**config.mk**
```make
export PLATFORM = sky130hd
export DESIGN_NAME = uart_echo_fifo
export DESIGN_NICKNAME = d
export VERILOG_FILES = /design/src/rtl/uart_echo_fifo.sv
export SDC_FILE = /design/constraint.sdc
export NUM_CORES = 2
export LEC_CHECK = 0
export CORE_UTILIZATION = 50
export DETAILED_ROUTE_END_ITERATION = 16
export HOLD_SLACK_MARGIN = 0.08
export PLACE_DENSITY = 0.67
export SETUP_SLACK_MARGIN = 0.2
export SYNTH_ARGS = -nofsm -noshare
export SYNTH_HDL_FRONTEND = slang
export SYNTH_HIERARCHICAL = 1
export SYNTH_SLANG_ARGS = --single-unit
```
**constraint.sdc**
```tcl
create_clock -name ICE_CLK -period 5.1 [get_ports ICE_CLK]
set_clock_uncertainty 0.1 [all_clocks]
set_input_delay 0.765 -clock ICE_CLK [delete_from_list [all_inputs] [get_ports ICE_CLK]]
set_output_delay 0.765 -clock ICE_CLK [all_outputs]
set_load 0.005 [all_outputs]
```
**src/rtl/uart_echo_fifo.sv**
```systemverilog
// rtl/uart_echo_fifo.sv - receive byte FIFO and one-at-a-time transmit sequencer for the UART loopback

// Simple dual-port byte RAM with registered read, shaped for iCE40 BRAM inference.
// The read register returns the old contents when read and write hit the same address.
module uart_echo_fifo_ram #(
  parameter int ADDR_W = 9
) (
  input  logic              clk,
  input  logic              wr_en,
  input  logic [ADDR_W-1:0] wr_addr,
  input  logic [7:0]        wr_data,
  input  logic              rd_en,
  input  logic [ADDR_W-1:0] rd_addr,
  output logic [7:0]        rd_data
);

  logic [7:0] mem [0:(1<<ADDR_W)-1];

  // Write port: no reset so the array maps onto block RAM.
  always_ff @(posedge clk) begin
    if (wr_en) begin
      mem[wr_addr] <= wr_data;
    end
  end

  // Read port: one-cycle latency, only advances when the FIFO pops.
  always_ff @(posedge clk) begin
    if (rd_en) begin
      rd_data <= mem[rd_addr];
    end
  end

endmodule

// Captures each rx_dv rising edge into the FIFO and hands bytes to the
// transmitter one at a time, waiting for tx_done between strobes.
module uart_echo_fifo #(
  parameter int DEPTH_LOG2 = 9
) (
  input  logic                  ICE_CLK,
  input  logic                  ICE_RST_N,
  input  logic                  rx_dv,
  input  logic [7:0]            rx_byte,
  input  logic                  tx_done,
  output logic                  tx_dv,
  output logic [7:0]            tx_byte,
  output logic [DEPTH_LOG2:0]   count,
  output logic                  empty,
  output logic                  full,
  output logic                  overflow
);

  localparam int                   DEPTH      = 1 << DEPTH_LOG2;
  localparam logic [DEPTH_LOG2:0]  COUNT_FULL = (DEPTH_LOG2+1)'(DEPTH);
  localparam logic [DEPTH_LOG2:0]  COUNT_ONE  = (DEPTH_LOG2+1)'(1);
  localparam logic [DEPTH_LOG2-1:0] PTR_ONE   = DEPTH_LOG2'(1);

  typedef enum logic [1:0] {
    ST_IDLE  = 2'd0,
    ST_FETCH = 2'd1,
    ST_WAIT  = 2'd2
  } state_t;

  state_t                 state_q;
  state_t                 state_d;
  logic                   rx_dv_q;
  logic                   wr_req;
  logic                   wr_accept;
  logic                   wr_drop;
  logic                   pop;
  logic                   load_tx;
  logic [DEPTH_LOG2-1:0]  wr_ptr;
  logic [DEPTH_LOG2-1:0]  rd_ptr;
  logic [7:0]             ram_dout;

  // A held-high rx_dv yields exactly one write on its rising edge.
  assign wr_req = rx_dv & ~rx_dv_q;

  // A pop at the same edge frees a slot, so a write while full still lands.
  assign wr_accept = wr_req & (~full | pop);
  assign wr_drop   = wr_req & full & ~pop;

  assign empty = (count == '0);
  assign full  = (count == COUNT_FULL);

  // Delayed copy of rx_dv for edge detection.
  always_ff @(posedge ICE_CLK or negedge ICE_RST_N) begin
    if (!ICE_RST_N) begin
      rx_dv_q <= 1'b0;
    end else begin
      rx_dv_q <= rx_dv;
    end
  end

  // Pointers wrap naturally; fullness is tracked by count, not pointer compare.
  always_ff @(posedge ICE_CLK or negedge ICE_RST_N) begin
    if (!ICE_RST_N) begin
      wr_ptr <= '0;
      rd_ptr <= '0;
    end else begin
      if (wr_accept) begin
        wr_ptr <= wr_ptr + PTR_ONE;
      end
      if (pop) begin
        rd_ptr <= rd_ptr + PTR_ONE;
      end
    end
  end

  // Occupancy: a simultaneous accepted write and pop cancel out.
  always_ff @(posedge ICE_CLK or negedge ICE_RST_N) begin
    if (!ICE_RST_N) begin
      count <= '0;
    end else begin
      case ({wr_accept, pop})
        2'b10:   count <= count + COUNT_ONE;
        2'b01:   count <= count - COUNT_ONE;
        default: count <= count;
      endcase
    end
  end

  // Sticky overrun flag; only reset clears it.
  always_ff @(posedge ICE_CLK or negedge ICE_RST_N) begin
    if (!ICE_RST_N) begin
      overflow <= 1'b0;
    end else if (wr_drop) begin
      overflow <= 1'b1;
    end
  end

  uart_echo_fifo_ram #(
    .ADDR_W (DEPTH_LOG2)
  ) u_ram (
    .clk     (ICE_CLK),
    .wr_en   (wr_accept),
    .wr_addr (wr_ptr),
    .wr_data (rx_byte),
    .rd_en   (pop),
    .rd_addr (rd_ptr),
    .rd_data (ram_dout)
  );

  // Read sequencer state register.
  always_ff @(posedge ICE_CLK or negedge ICE_RST_N) begin
    if (!ICE_RST_N) begin
      state_q <= ST_IDLE;
    end else begin
      state_q <= state_d;
    end
  end

  // Next state: pop when idle and data waits, strobe once, then wait for the
  // transmitter. tx_done is ignored while tx_dv is still high.
  always_comb begin
    state_d = state_q;
    pop     = 1'b0;
    load_tx = 1'b0;
    case (state_q)
      ST_IDLE: begin
        if (!empty) begin
          pop     = 1'b1;
          state_d = ST_FETCH;
        end
      end
      ST_FETCH: begin
        load_tx = 1'b1;
        state_d = ST_WAIT;
      end
      ST_WAIT: begin
        if (!tx_dv && tx_done) begin
          state_d = ST_IDLE;
        end
      end
      default: begin
        state_d = ST_IDLE;
      end
    endcase
  end

  // Transmit strobe and held byte; tx_byte only changes on the next load.
  always_ff @(posedge ICE_CLK or negedge ICE_RST_N) begin
    if (!ICE_RST_N) begin
      tx_dv   <= 1'b0;
      tx_byte <= 8'h00;
    end else begin
      tx_dv <= load_tx;
      if (load_tx) begin
        tx_byte <= ram_dout;
      end
    end
  end

endmodule

```
==> flow_metrics.py <==
metrics = {
    "cts": {
        "htree_num_levels": 5,
        "cts_buffers": 411,
        "cts_max_path_buffers": 4,
        "cts_tree": "done",
        "ctsRootBufferMaster": "clkbuf_16",
        "hold_buffers": 2,
        "cts.clk_slew.worst_paths_ps": 70,
        "clk_latency_ps": 1010,
        "clkSinkCount": 4145,
        "post-cts-setup-buffers": 0,
        "post_cts_resized": 0,
    },
    "finish": {
        "fill_cells": 23410,
        "area_growth_pct": 13.26,
        "finalNetCount": 8686,
        "layout-drive-gt1-share_pct": 20.47,
        "final_cells": 13320,
    },
    "drt": {
        "ant_nets": 0,
        "vias": 85210,
        "wl_um": 417400,
        "drtIter0Drc": 11890,
        "drc_errors": 0,
        "first_pass_iters": 7,
        "wire_per_inst_um": 31.34,
        "vias_per_cell": 6.398,
    },
    "grt": {
        "grt_pass1_vias": 83940,
        "grt_pass1_wl_um": 599900,
        "grt_max_degree": 172,
        "track_usage_pct": 25.43,
        "antenna_found_initial": 20,
        "gr-total-overflow": 0,
    },
    "run": {
        "cap_violations": 1,
    },
    "critical_path": {
        "end_kind": "flip-flop",
        "critPathLaunchType": "flip-flop",
        "crit_path_max_fanout": 43,
        "r2r_slack_ps": 630,
        "reg2regPathDepth": 10,
        "worstReg2RegEnd": "u_ram/rd_data[0]",
        "crit_type": "flip-flop to flip-flop",
        "cp.arrival_ps": 5170,
        "r2r-start": "rd_ptr[0]",
        "worstPathRequired_ps": 5810,
    },
    "logic_synthesis": {
        "ys_warn_count": 6,
        "yosysMostFrequentCell": "edfxtp_1",
        "avgSynthCellArea_um2": 19.73,
        "syn_inst": 8219,
        "synth.yosys.seq_area_share_pct": 76.62,
        "yosys-top-cells-count": "4104 x edfxtp_1, 797 x mux2i_1, 654 x mux4_2",
        "synth-main-ff-cell": "edfxtp_1",
        "synth-edff-count": 4104,
        "synth_area_leaders": "edfxtp_1 76%, mux4_2 9.1%, mux2i_1 4.9%, o221ai_1 2.0%, nor2_1 1.4%",
        "synth_top_cell_by_area": "edfxtp_1",
        "synth_adder_area_share_pct": 0.08949,
        "ys_seq_elements": 4145,
        "synth_top_area_share_pct": 75.99,
        "synth-async-reset-ratio_pct": 0.9891,
        "synth_top_family_by_area": "multiplexers",
        "synth_compound_area_share_pct": 4.383,
        "syn_nets": 8242,
        "ys_types": 69,
        "syn-cell-area_um2": 162200,
        "yosys.area_share.simple_pct": 2.776,
        "synthXorXnorAreaFrac_pct": 0.1350,
        "synthMuxAreaShare_pct": 14.14,
    },
    "pwr": {
        "p_leak_nw": 58.94,
        "powerDensity_nw_per_um2": 503.8,
        "irDropWorstVdd_mv": 0.4408,
        "power.internal_mw": 64.91,
        "share_seq_of_total_power_pct": 41.3,
        "p_sw_mw": 27.64,
        "clkPwrFrac_pct": 32.8,
        "swShare_pct": 29.87,
        "combPwrFrac_pct": 25.9,
    },
    "placement": {
        "dpl.cell_count": 12550,
        "gp_congestion": 0.9059,
        "io_buffers": 33,
        "post-dp-hpwl_um": 255700,
    },
    "floorplan": {
        "core_area_um2": 321900,
        "die_h_um": 571.5,
        "row_count": 208,
        "dieArea_um2": 326700,
        "io_pins": 34,
        "initial_utilization_pct": 50.38,
        "die_x_um": 571.5,
    },
    "timing": {
        "max_slew_margin_pct": 0.6093,
        "finalSetupTns_ps": 0,
        "period_needed_ps": 4467,
        "rsz0062_at_grt": "false",
        "period_share_pct": 87.58,
        "worstMarginPinSlew_ps": 1472,
        "setup_viol_count_final": 0,
        "fmax_ghz": 0.2239,
        "drv_slew": 0,
        "hold_viol_final": 0,
    },
    "run_status": {
        "violations": "max-capacitance violations",
        "outcome": "complete, but fails checks",
    },
    "hold_path": {
        "hold_path_depth": 1,
        "hold_path_class": "input pin to flip-flop",
        "hold_path_end": "u_ram/mem[291][1]",
        "hold_path_startpoint": "rx_byte[1]",
    },
}
-- critical path, cell delays in order, from the launching register on --
cell and delay, ps:
dfrtp_4 740, buf_12 280, buf_12 240, buf_12 310
mux2i_1 130, o221ai_1 350, o22ai_1 150, o21ai_0 720
nand4_1 500, nand2_1 400, o2111a_1 240
-- cells by family after synthesis --
group	count (synthesis)
DFF	4145
and+or+nand+nor	1036
adders and majority gates	11
buffers and inverters	528
muxes	1468
AOI/OAI and AO/OA	1006
xor gates and xnor gates	25
-- power by group through the flow --
stage / Sequential [mW] / Combinational, mW / Clock [mW]
2_1_floorplan: 38.6 / 16.6 / 0
3_3_place_gp: 38.9 / 23.6 / 0
3_5_place_dp: 38.9 / 23.8 / 0
4_1_cts: 38.2 / 23.9 / 30.8
5_1_grt: 38.2 / 25.1 / 32.0
6_report: 38.2 / 24.0 / 30.4
-- flip-flops by register name, summed over array words and instances (netlist names) --
name           count
tx_dv              1
wr_ptr             9
state_q            2
rd_ptr             9
tx_byte            8
u_ram/mem       4096
rx_dv_q            1
overflow           1
u_ram/rd_data      8
count             10
-- per-layer routing --
metal	wire length, um	part of all wire, %	GRT usage, %	up-vias
met5	66	0.016	0	-
met4	15670	3.8	8.828	12
met3	42450	10	4.552	720
met2	195800	47	39.67	4946
met1	163400	39	36.38	44510
li1	-	-	-	35020
-- layout by cell type, fill, tap and decap left out, types with 9 or more instances in the layout --
cell,synthesis,layout
buf_4,70,427
o221ai_1,372,372
clkinv_2,0,84
clkdlybuf4s50_1,0,24
clkbuf_16,0,415
buf_12,6,84
nand3_1,45,41
nand2_4,0,12
xor2_1,11,11
nand2_1,126,113
a211oi_1,18,18
a21oi_1,200,200
ha_1,10,10
nand4_1,33,33
o31ai_1,13,13
or3_1,9,9
inv_1,11,10
clkinvlp_4,0,25
clkinv_1,0,91
nor2_1,605,605
edfxtp_1,4104,4104
bufinv_16,0,49
inv_6,0,10
clkbuf_1,265,62
clkinv_16,0,10
o21ai_0,123,122
a22oi_1,61,61
nor4_1,38,37
mux2i_1,797,797
mux2_2,9,9
mux4_2,654,654
o22ai_1,163,163
xnor2_1,14,14
dfrtp_1,41,36
and2_1,23,22
nor3_1,113,112
-- final cells by class --
class | count | area, um2 | share of cell area [%]
repair buffers | 546 | 5273 | 2.870
inverters | 13 | 56.30 | 0.03065
clock inverters | 282 | 2994 | 1.630
multi-input cells | 3546 | 35080 | 19.09
clock buffers | 477 | 10620 | 5.780
well taps | 4305 | 5386 | 2.932
flip-flops and latches | 4145 | 124300 | 67.66
diodes | 4 | 10.01 | 0.005449
-- worst max path at each step --
stage	start	end	slack (ps)	depth (start not counted)
2_1_floorplan	rx_dv	u_ram/mem[131][0]	2030	6
3_3_place_gp	rx_dv	u_ram/mem[505][3]	750	10
3_5_place_dp	rx_dv	u_ram/mem[505][4]	640	10
4_1_cts	rd_ptr[1]	u_ram/rd_data[7]	710	8
5_1_grt	rd_ptr[1]	u_ram/rd_data[2]	590	9
6_report	rd_ptr[0]	u_ram/rd_data[0]	630	10
-- per-stage QoR --
| stage | power, mW | instance area, um2 | hold slack, ps | util (%) | setup WS (ps) |
|---|---|---|---|---|---|
| 6_report | 92.55 | 183700 | 190.0 | 57.06 | 633.5 |
| 4_1_cts | 92.88 | 183700 | 166.0 | 57.05 | 710.3 |
| 3_5_place_dp | 62.73 | 170000 | 353.9 | 52.82 | 635.0 |
| 5_1_grt | 95.27 | 183700 | 191.6 | 57.06 | 587.0 |
| 3_3_place_gp | 62.51 | 170000 | 355.0 | 52.82 | 749.9 |
| 2_1_floorplan | 55.20 | 162200 | 353.9 | - | 2025 |
Power figures use the tool's default switching activity.
